File: config.mk
export PLATFORM = sky130hd
export DESIGN_NAME = squeeze_buffer_flat
export DESIGN_NICKNAME = d
export VERILOG_FILES = /design/src/rtl/squeeze_buffer_pkg.sv /design/src/rtl/squeeze_buffer_if.sv /design/src/rtl/squeeze_buffer_tail_mask.sv /design/src/rtl/squeeze_buffer.sv /design/src/flat_wrapper.sv
export SDC_FILE = /design/constraint.sdc
export NUM_CORES = 2
export LEC_CHECK = 0
export CAP_MARGIN = 20
export CORE_AREA = 4 4 556 558
export DETAILED_ROUTE_END_ITERATION = 8
export DIE_AREA = 0 0 560 562
export PLACE_DENSITY = 0.42
export SETUP_SLACK_MARGIN = 0.02
export SLEW_MARGIN = 20
export SYNTH_ARGS = -nofsm -noshare
export SYNTH_HDL_FRONTEND = slang
export SYNTH_HIERARCHICAL = 1
export SYNTH_SLANG_ARGS = --single-unit
File: constraint.sdc
create_clock -name clk -period 2.1 [get_ports clk]
set_input_delay 0.42 -clock clk [delete_from_list [all_inputs] [get_ports clk]]
set_output_delay 0.42 -clock clk [all_outputs]
set_load 0.05 [all_outputs]
File: src/rtl/squeeze_buffer_pkg.sv
// rtl/squeeze_buffer_pkg.sv - shared types and constants for the squeeze output stage
package squeeze_buffer_pkg;

  localparam int WORD_W              = 64;
  localparam int RATE_SHAKE128_WORDS = 21;
  localparam int RATE_SHAKE256_WORDS = 17;

  localparam logic [1:0] SHAKE128_MODE_VEC = 2'b10;
  localparam logic [1:0] SHAKE256_MODE_VEC = 2'b11;

  typedef enum logic {
    EMPTY   = 1'b0,
    SQUEEZE = 1'b1
  } squeeze_state_t;

  // Words per rate block; zero marks a mode that produces no output.
  function automatic logic [4:0] block_words(input logic [1:0] mode);
    case (mode)
      SHAKE128_MODE_VEC: block_words = 5'(RATE_SHAKE128_WORDS);
      SHAKE256_MODE_VEC: block_words = 5'(RATE_SHAKE256_WORDS);
      default:           block_words = 5'd0;
    endcase
  endfunction

endpackage

File: src/rtl/squeeze_buffer_if.sv
// rtl/squeeze_buffer_if.sv - block capture and word stream signals of the squeeze stage
interface squeeze_buffer_if #(
  parameter int W        = 64,
  parameter int RATE_MAX = 1344
);
  logic [RATE_MAX-1:0] rate_in;
  logic [1:0]          operation_mode_in;
  logic [31:0]         output_size_in;
  logic                last_block_in;
  logic                block_valid;
  logic                block_ready;
  logic [W-1:0]        dout;
  logic                dout_valid;
  logic                dout_ready;
  logic                dout_last;

  modport slave (
    input  rate_in, operation_mode_in, output_size_in, last_block_in, block_valid, dout_ready,
    output block_ready, dout, dout_valid, dout_last
  );

  modport master (
    output rate_in, operation_mode_in, output_size_in, last_block_in, block_valid, dout_ready,
    input  block_ready, dout, dout_valid, dout_last
  );
endinterface

File: src/rtl/squeeze_buffer_tail_mask.sv
// rtl/squeeze_buffer_tail_mask.sv - keep mask for the top bits_left bits of an output word
module word_tail_mask #(
  parameter int W = 64
) (
  input  logic [31:0]  bits_left,
  output logic [W-1:0] keep_mask
);
  localparam int SHW = $clog2(W);

  always_comb begin
    keep_mask = '1;
    if (bits_left < 32'(W)) begin
      keep_mask = ~({W{1'b1}} >> bits_left[SHW-1:0]);
    end
  end
endmodule

File: src/rtl/squeeze_buffer.sv
// rtl/squeeze_buffer.sv - holds one permuted rate block and streams it out as truncated words
module squeeze_buffer
  import squeeze_buffer_pkg::*;
#(
  parameter int W        = 64,
  parameter int RATE_MAX = 1344
) (
  input logic            clk,
  input logic            rst,
  squeeze_buffer_if.slave bus
);

  squeeze_state_t      state_q, state_d;
  logic [RATE_MAX-1:0] shift_q, shift_d;
  logic [4:0]          words_q, words_d;
  logic [31:0]         bits_left_q, bits_left_d;
  logic                last_q, last_d;

  logic [4:0]   blk_words;
  logic [31:0]  size_words;
  logic [4:0]   take_words;
  logic         capture_ok;
  logic         final_word;
  logic [W-1:0] keep_mask;

  logic         block_ready;
  logic         dout_valid;
  logic         dout_last;
  logic [W-1:0] dout;

  word_tail_mask #(.W(W)) u_tail_mask (
    .bits_left (bits_left_q),
    .keep_mask (keep_mask)
  );

  // ceil(size/64) without overflow, clipped to the block length
  always_comb begin
    blk_words  = block_words(bus.operation_mode_in);
    size_words = {6'd0, bus.output_size_in[31:6]} + {31'd0, |bus.output_size_in[5:0]};
    take_words = (size_words < {27'd0, blk_words}) ? size_words[4:0] : blk_words;
    capture_ok = (blk_words != 5'd0) && (bus.output_size_in != 32'd0);
    final_word = (words_q == 5'd1);
  end

  always_comb begin
    state_d     = state_q;
    shift_d     = shift_q;
    words_d     = words_q;
    bits_left_d = bits_left_q;
    last_d      = last_q;
    block_ready = 1'b0;
    dout_valid  = 1'b0;
    dout_last   = 1'b0;
    dout        = '0;
    case (state_q)
      EMPTY: begin
        block_ready = 1'b1;
        if (bus.block_valid && capture_ok) begin
          shift_d     = bus.rate_in;
          words_d     = take_words;
          bits_left_d = bus.output_size_in;
          last_d      = bus.last_block_in;
          state_d     = SQUEEZE;
        end
      end
      SQUEEZE: begin
        dout_valid = 1'b1;
        dout       = shift_q[RATE_MAX-1 -: W] & keep_mask;
        dout_last  = last_q && final_word;
        if (bus.dout_ready) begin
          shift_d     = shift_q << W;
          words_d     = words_q - 5'd1;
          bits_left_d = (bits_left_q >= 32'(W)) ? bits_left_q - 32'(W) : 32'd0;
          if (final_word) begin
            state_d = EMPTY;
          end
        end
      end
      default: state_d = EMPTY;
    endcase
  end

  always_ff @(posedge clk or negedge rst) begin
    if (!rst) begin
      state_q     <= EMPTY;
      shift_q     <= '0;
      words_q     <= '0;
      bits_left_q <= '0;
      last_q      <= 1'b0;
    end else begin
      state_q     <= state_d;
      shift_q     <= shift_d;
      words_q     <= words_d;
      bits_left_q <= bits_left_d;
      last_q      <= last_d;
    end
  end

  assign bus.block_ready = block_ready;
  assign bus.dout_valid  = dout_valid;
  assign bus.dout_last   = dout_last;
  assign bus.dout        = dout;

endmodule

File: src/flat_wrapper.sv
// flat-port wrapper written by rule: the top's interface ports become plain ports
module squeeze_buffer_flat import squeeze_buffer_pkg::*;
#(
  parameter int W        = 64,
  parameter int RATE_MAX = 1344
)
  (clk, rst, bus_rate_in, bus_operation_mode_in, bus_output_size_in, bus_last_block_in, bus_block_valid, bus_dout_ready, bus_block_ready, bus_dout, bus_dout_valid, bus_dout_last);
  squeeze_buffer_if #(.W(W), .RATE_MAX(RATE_MAX)) bus_i ();
  input logic clk;
  input logic rst;
  input wire logic [$bits(bus_i.rate_in)-1:0] bus_rate_in;
  input wire logic [$bits(bus_i.operation_mode_in)-1:0] bus_operation_mode_in;
  input wire logic [$bits(bus_i.output_size_in)-1:0] bus_output_size_in;
  input wire logic [$bits(bus_i.last_block_in)-1:0] bus_last_block_in;
  input wire logic [$bits(bus_i.block_valid)-1:0] bus_block_valid;
  input wire logic [$bits(bus_i.dout_ready)-1:0] bus_dout_ready;
  output wire logic [$bits(bus_i.block_ready)-1:0] bus_block_ready;
  output wire logic [$bits(bus_i.dout)-1:0] bus_dout;
  output wire logic [$bits(bus_i.dout_valid)-1:0] bus_dout_valid;
  output wire logic [$bits(bus_i.dout_last)-1:0] bus_dout_last;
  assign bus_i.rate_in = bus_rate_in;
  assign bus_i.operation_mode_in = bus_operation_mode_in;
  assign bus_i.output_size_in = bus_output_size_in;
  assign bus_i.last_block_in = bus_last_block_in;
  assign bus_i.block_valid = bus_block_valid;
  assign bus_i.dout_ready = bus_dout_ready;
  assign bus_block_ready = bus_i.block_ready;
  assign bus_dout = bus_i.dout;
  assign bus_dout_valid = bus_i.dout_valid;
  assign bus_dout_last = bus_i.dout_last;
  squeeze_buffer #(.W(W), .RATE_MAX(RATE_MAX)) u_core (.clk(clk), .rst(rst), .bus(bus_i));
endmodule
==> summary.txt <==
Synthesis
  • XOR/XNOR Fraction of Synth Area: 0.000678
  • Largest family of logic cells by synthesized area: multiplexers
  • YS warnings: 6
  • Ys flop type: dfrtp_1
  • Synth Net Count: 7682
  • Adder-cell area share of the yosys netlist: 0.00155
  • Post-Synth Simple-Gate Area: 0.104
  • Post-synthesis sequential area ratio: 0.535
  • Synth Area in Compound Gates: 0.124
  • Post-synthesis mux area share: 0.199
  • Netlist cell types: 70
  • Avg Cell Area, Syn: 10.3 um2
  • Async S/R FF share, synth: 1.00
  • Cells after synthesis: 6291
  • Seq cells post-synth: 1383
  • EDFF count, synth: 0
  • Area of the mapped netlist: 0.0646 mm2

Placement
  • HPWL after DPL: 245000 um
  • RePlAce Congestion: 0.888
  • I/O Buffers: 1449

Power and ir drop
  • Clk pwr share: 0.235
  • Leakage dissipation: 47.5 nW
  • Flop pwr share: 0.345
  • Worst vdd ir: 0.597 mV
  • Pwr dens: 1320 mW/mm2
  • Sw Share: 0.376
  • P_sw: 48.8 mW
  • Comb pwr share: 0.420
  • Cell-internal power: 80.9 mW

Timing
  • Period Utilization, post-route: 1.62
  • Fmax: 294 MHz
  • Post-route setup slack: -1300 ps
  • Endpoints failing hold: 0
  • Relative slew slack: 0.429
  • Sum Neg Setup Slack: -174790 ps
  • Finish-stage setup viols: 1282
  • Worst-Margin Slew: 857 ps
  • Final Max Slew Viols: 0
  • Final Skew: 32.1 ps
  • RSZ-0062 raised after global routing: yes
  • Min cycle time layout: 3400 ps

Global route
  • GRT busiest layer: met2
  • Total GRT Usage: 0.189
  • Global routing usage on met3: 0.0625
  • Vias in the first global route: 55727
  • Initial antenna violation count: 208
  • Met2 usage: 0.330
  • Met1 track demand over resource: 0.222
  • GRT overflow: 0
  • First-pass GRT wire length: 430000 um
  • Largest net degree at the start of global routing: 109

Worst setup path
  • Crit path max-delay family: simple AND/OR/NAND/NOR gates
  • CP arrival: 2980 ps
  • CP Class: reg -> out
  • Critical-path cell list: or4_4, nor3_4, buf_12, buf_12, o211ai_1, buf_4, and3_4, buf_6
  • Worst-path maximum fanout: 8
  • CP required: 1680 ps
  • Worst path slowest cell: or4_4
  • CP Launch Type: flip-flop
  • CP Buf/Inv Count: 4
  • Crit-path max cell delay: 580 ps
  • Setup crit end kind: output pin
  • CP most frequent cell: buf_12

Cells and area
  • Share of cells above drive strength 1: 0.162
  • Finished Core Util: 0.323
  • Most frequent cells in the layout: 1381 x dfrtp_1, 1367 x clkdlybuf4s50_1, 1280 x mux2i_1
  • Most common cell after layout, fill and taps aside: dfrtp_1
  • Footprint of the multi-input gates: 0.0292 mm2
  • Fillers: 31221
  • Sequential cell area: 0.0346 mm2
  • Final-stage net count: 9512
  • Synthesis-to-layout area growth: 52.2%

Clock tree
  • TritonCTS buffer count: 177
  • CTS HTree Levels: 4
  • Clk Latency, worst-skew pair: 840 ps
  • Clock Tree Root: clkbuf_16
  • Worst-path clk slew: 50 ps
  • CTS max path bufs: 4
  • CTS tree: yes
  • CTS Sinks: 1383

Drt
  • Final wirelength: 317000 um
  • DRT iter0 DRCs: 3040
  • Total number of vias: 54322
  • Drt wl/cell: 25.7 um
  • DRC Markers: 0
  • Total iterations of the first detailed-routing run: 6
  • Routed vias/inst: 4.41
  • Antenna viol nets, final: 0

Floorplanning
  • Initial core utilization: 0.212
  • # IOs: 1450
  • Die H: 562 um
  • Die Width: 560 um
  • Area of the core: 0.305 mm2
  • Die area: 0.315 mm2
  • FP Rows: 203

Job
  • Max-cap violations: 0

Status
  • Failing checks: negative setup slack
  • Status: finished with violations

Hold path
  • Worst Hold Class: in -> async
==> layer usage <==
layer  up-vias  routed length (um)
met5         -                1390
met4       226                8340
met3       580               22400
met2      1533              156000
met1     26172              128000
li1      25811                   -
==> cell type report <==
type | instances | share of cell area
multi-input cells | 4407 | 0.297
diodes | 64 | 0.00163
flip-flops and latches | 1383 | 0.352
clock buffers | 262 | 0.0531
well taps | 3997 | 0.0508
inverters | 11 | 0.000509
repair buffers | 2141 | 0.240
clock inverters | 45 | 0.00523
==> path summary, 6_finish.rpt <==
| kind | start | endpoint | slack, ps | cells after the start |
|---|---|---|---|---|
| setup / recovery | u_core/bits_left_q[18] | bus_dout[20] | -1300 | 8 |
| hold / removal | rst | u_core/shift_q[1232] | 100 | 2 |
| setup reg to reg | u_core/bits_left_q[27] | u_core/bits_left_q[30] | -610 | 9 |
| hold reg to reg | u_core/shift_q[254] | u_core/shift_q[254] | 480 | 2 |
| max in group asynchronous | rst | u_core/shift_q[937] | 890 | 5 |
| min in group clk | bus_output_size_in[2] | u_core/bits_left_q[2] | 170 | 5 |
==> through the flow <==
| step | power [mW] | hold slack [ps] | instance area, um2 | cells | worst slack, ps |
|---|---|---|---|---|---|
| 2_1_floorplan | 71.8 | 124 | 65200 | 6291 | -772 |
| 6_report | 130 | 100 | 98400 | 12310 | -1300 |
| 4_1_cts | 128 | 25.8 | 95300 | 12154 | -1440 |
| 3_3_place_gp | 92.2 | 283 | 87500 | 11771 | -1720 |
| 3_5_place_dp | 93.2 | 285 | 87500 | 11771 | -1710 |
| 5_1_grt | 138 | 48.0 | 98300 | 12279 | -1440 |
==> synthesized netlist by cell type (all sizes together) (4+ instances only) <==
master     n  area share
o21ai   1327        0.10
a21oi     32      0.0025
dfrtp   1383        0.54
nand3     61      0.0057
nor2      39      0.0023
or3        8     0.00077
or4        6     0.00087
nand2   1326       0.077
a22o      65      0.0088
o31ai      4     0.00046
mux2i   1283        0.20
a22oi     14      0.0017
buf      177       0.016
clkbuf   313       0.018
mux2       4     0.00070
inv       10     0.00058
ha         8      0.0015
o211ai    19      0.0022
a31oi      5     0.00048
a21o       8     0.00093
and4       4     0.00054
nand4     11      0.0014
nand3b     4     0.00046
nor3      25      0.0024
nor4      16      0.0020
nand2b     7     0.00068
nand4b     4     0.00054
and3      80      0.0078
o21a       5     0.00058
==> cell families after synthesis <==
logic type,count (synthesis)
AND/OR/NAND/NOR,1603
AO/OA/AOI/OAI,1504
flip-flops,1383
multiplexers,1287
buffers and inverters,501
adder cells (fa/ha/maj),8
XOR/XNOR,5
==> power by group through the flow <==
stage	Sequential, mW	Combinational [mW]	Clock [mW]
3_5_place_dp	45.1	48.1	0
6_report	44.7	54.5	30.6
2_1_floorplan	41.4	30.4	0
4_1_cts	44.7	51.3	31.6
3_3_place_gp	44.7	47.5	0
5_1_grt	45.9	59.2	32.6
==> registers in the layout, indices dropped and copies added, names as in the netlist <==
name                count
u_core/bits_left_q     32
u_core/words_q          5
u_core/state_q          1
u_core/shift_q       1344
u_core/last_q           1
==> what timing repair did <==
item / 4_1_cts / 5_1_grt
endpoints found under the hold margin: 542 / 0
hold buffers: 3 / 0
pin swaps: 52 / 136
setup endpoints to repair: 1399 / 1440
gates cloned: 27 / 61
gates resized for setup: 265 / 364
setup buffers: 47 / 42
No activity file was read; power rests on OpenSTA's default activity.
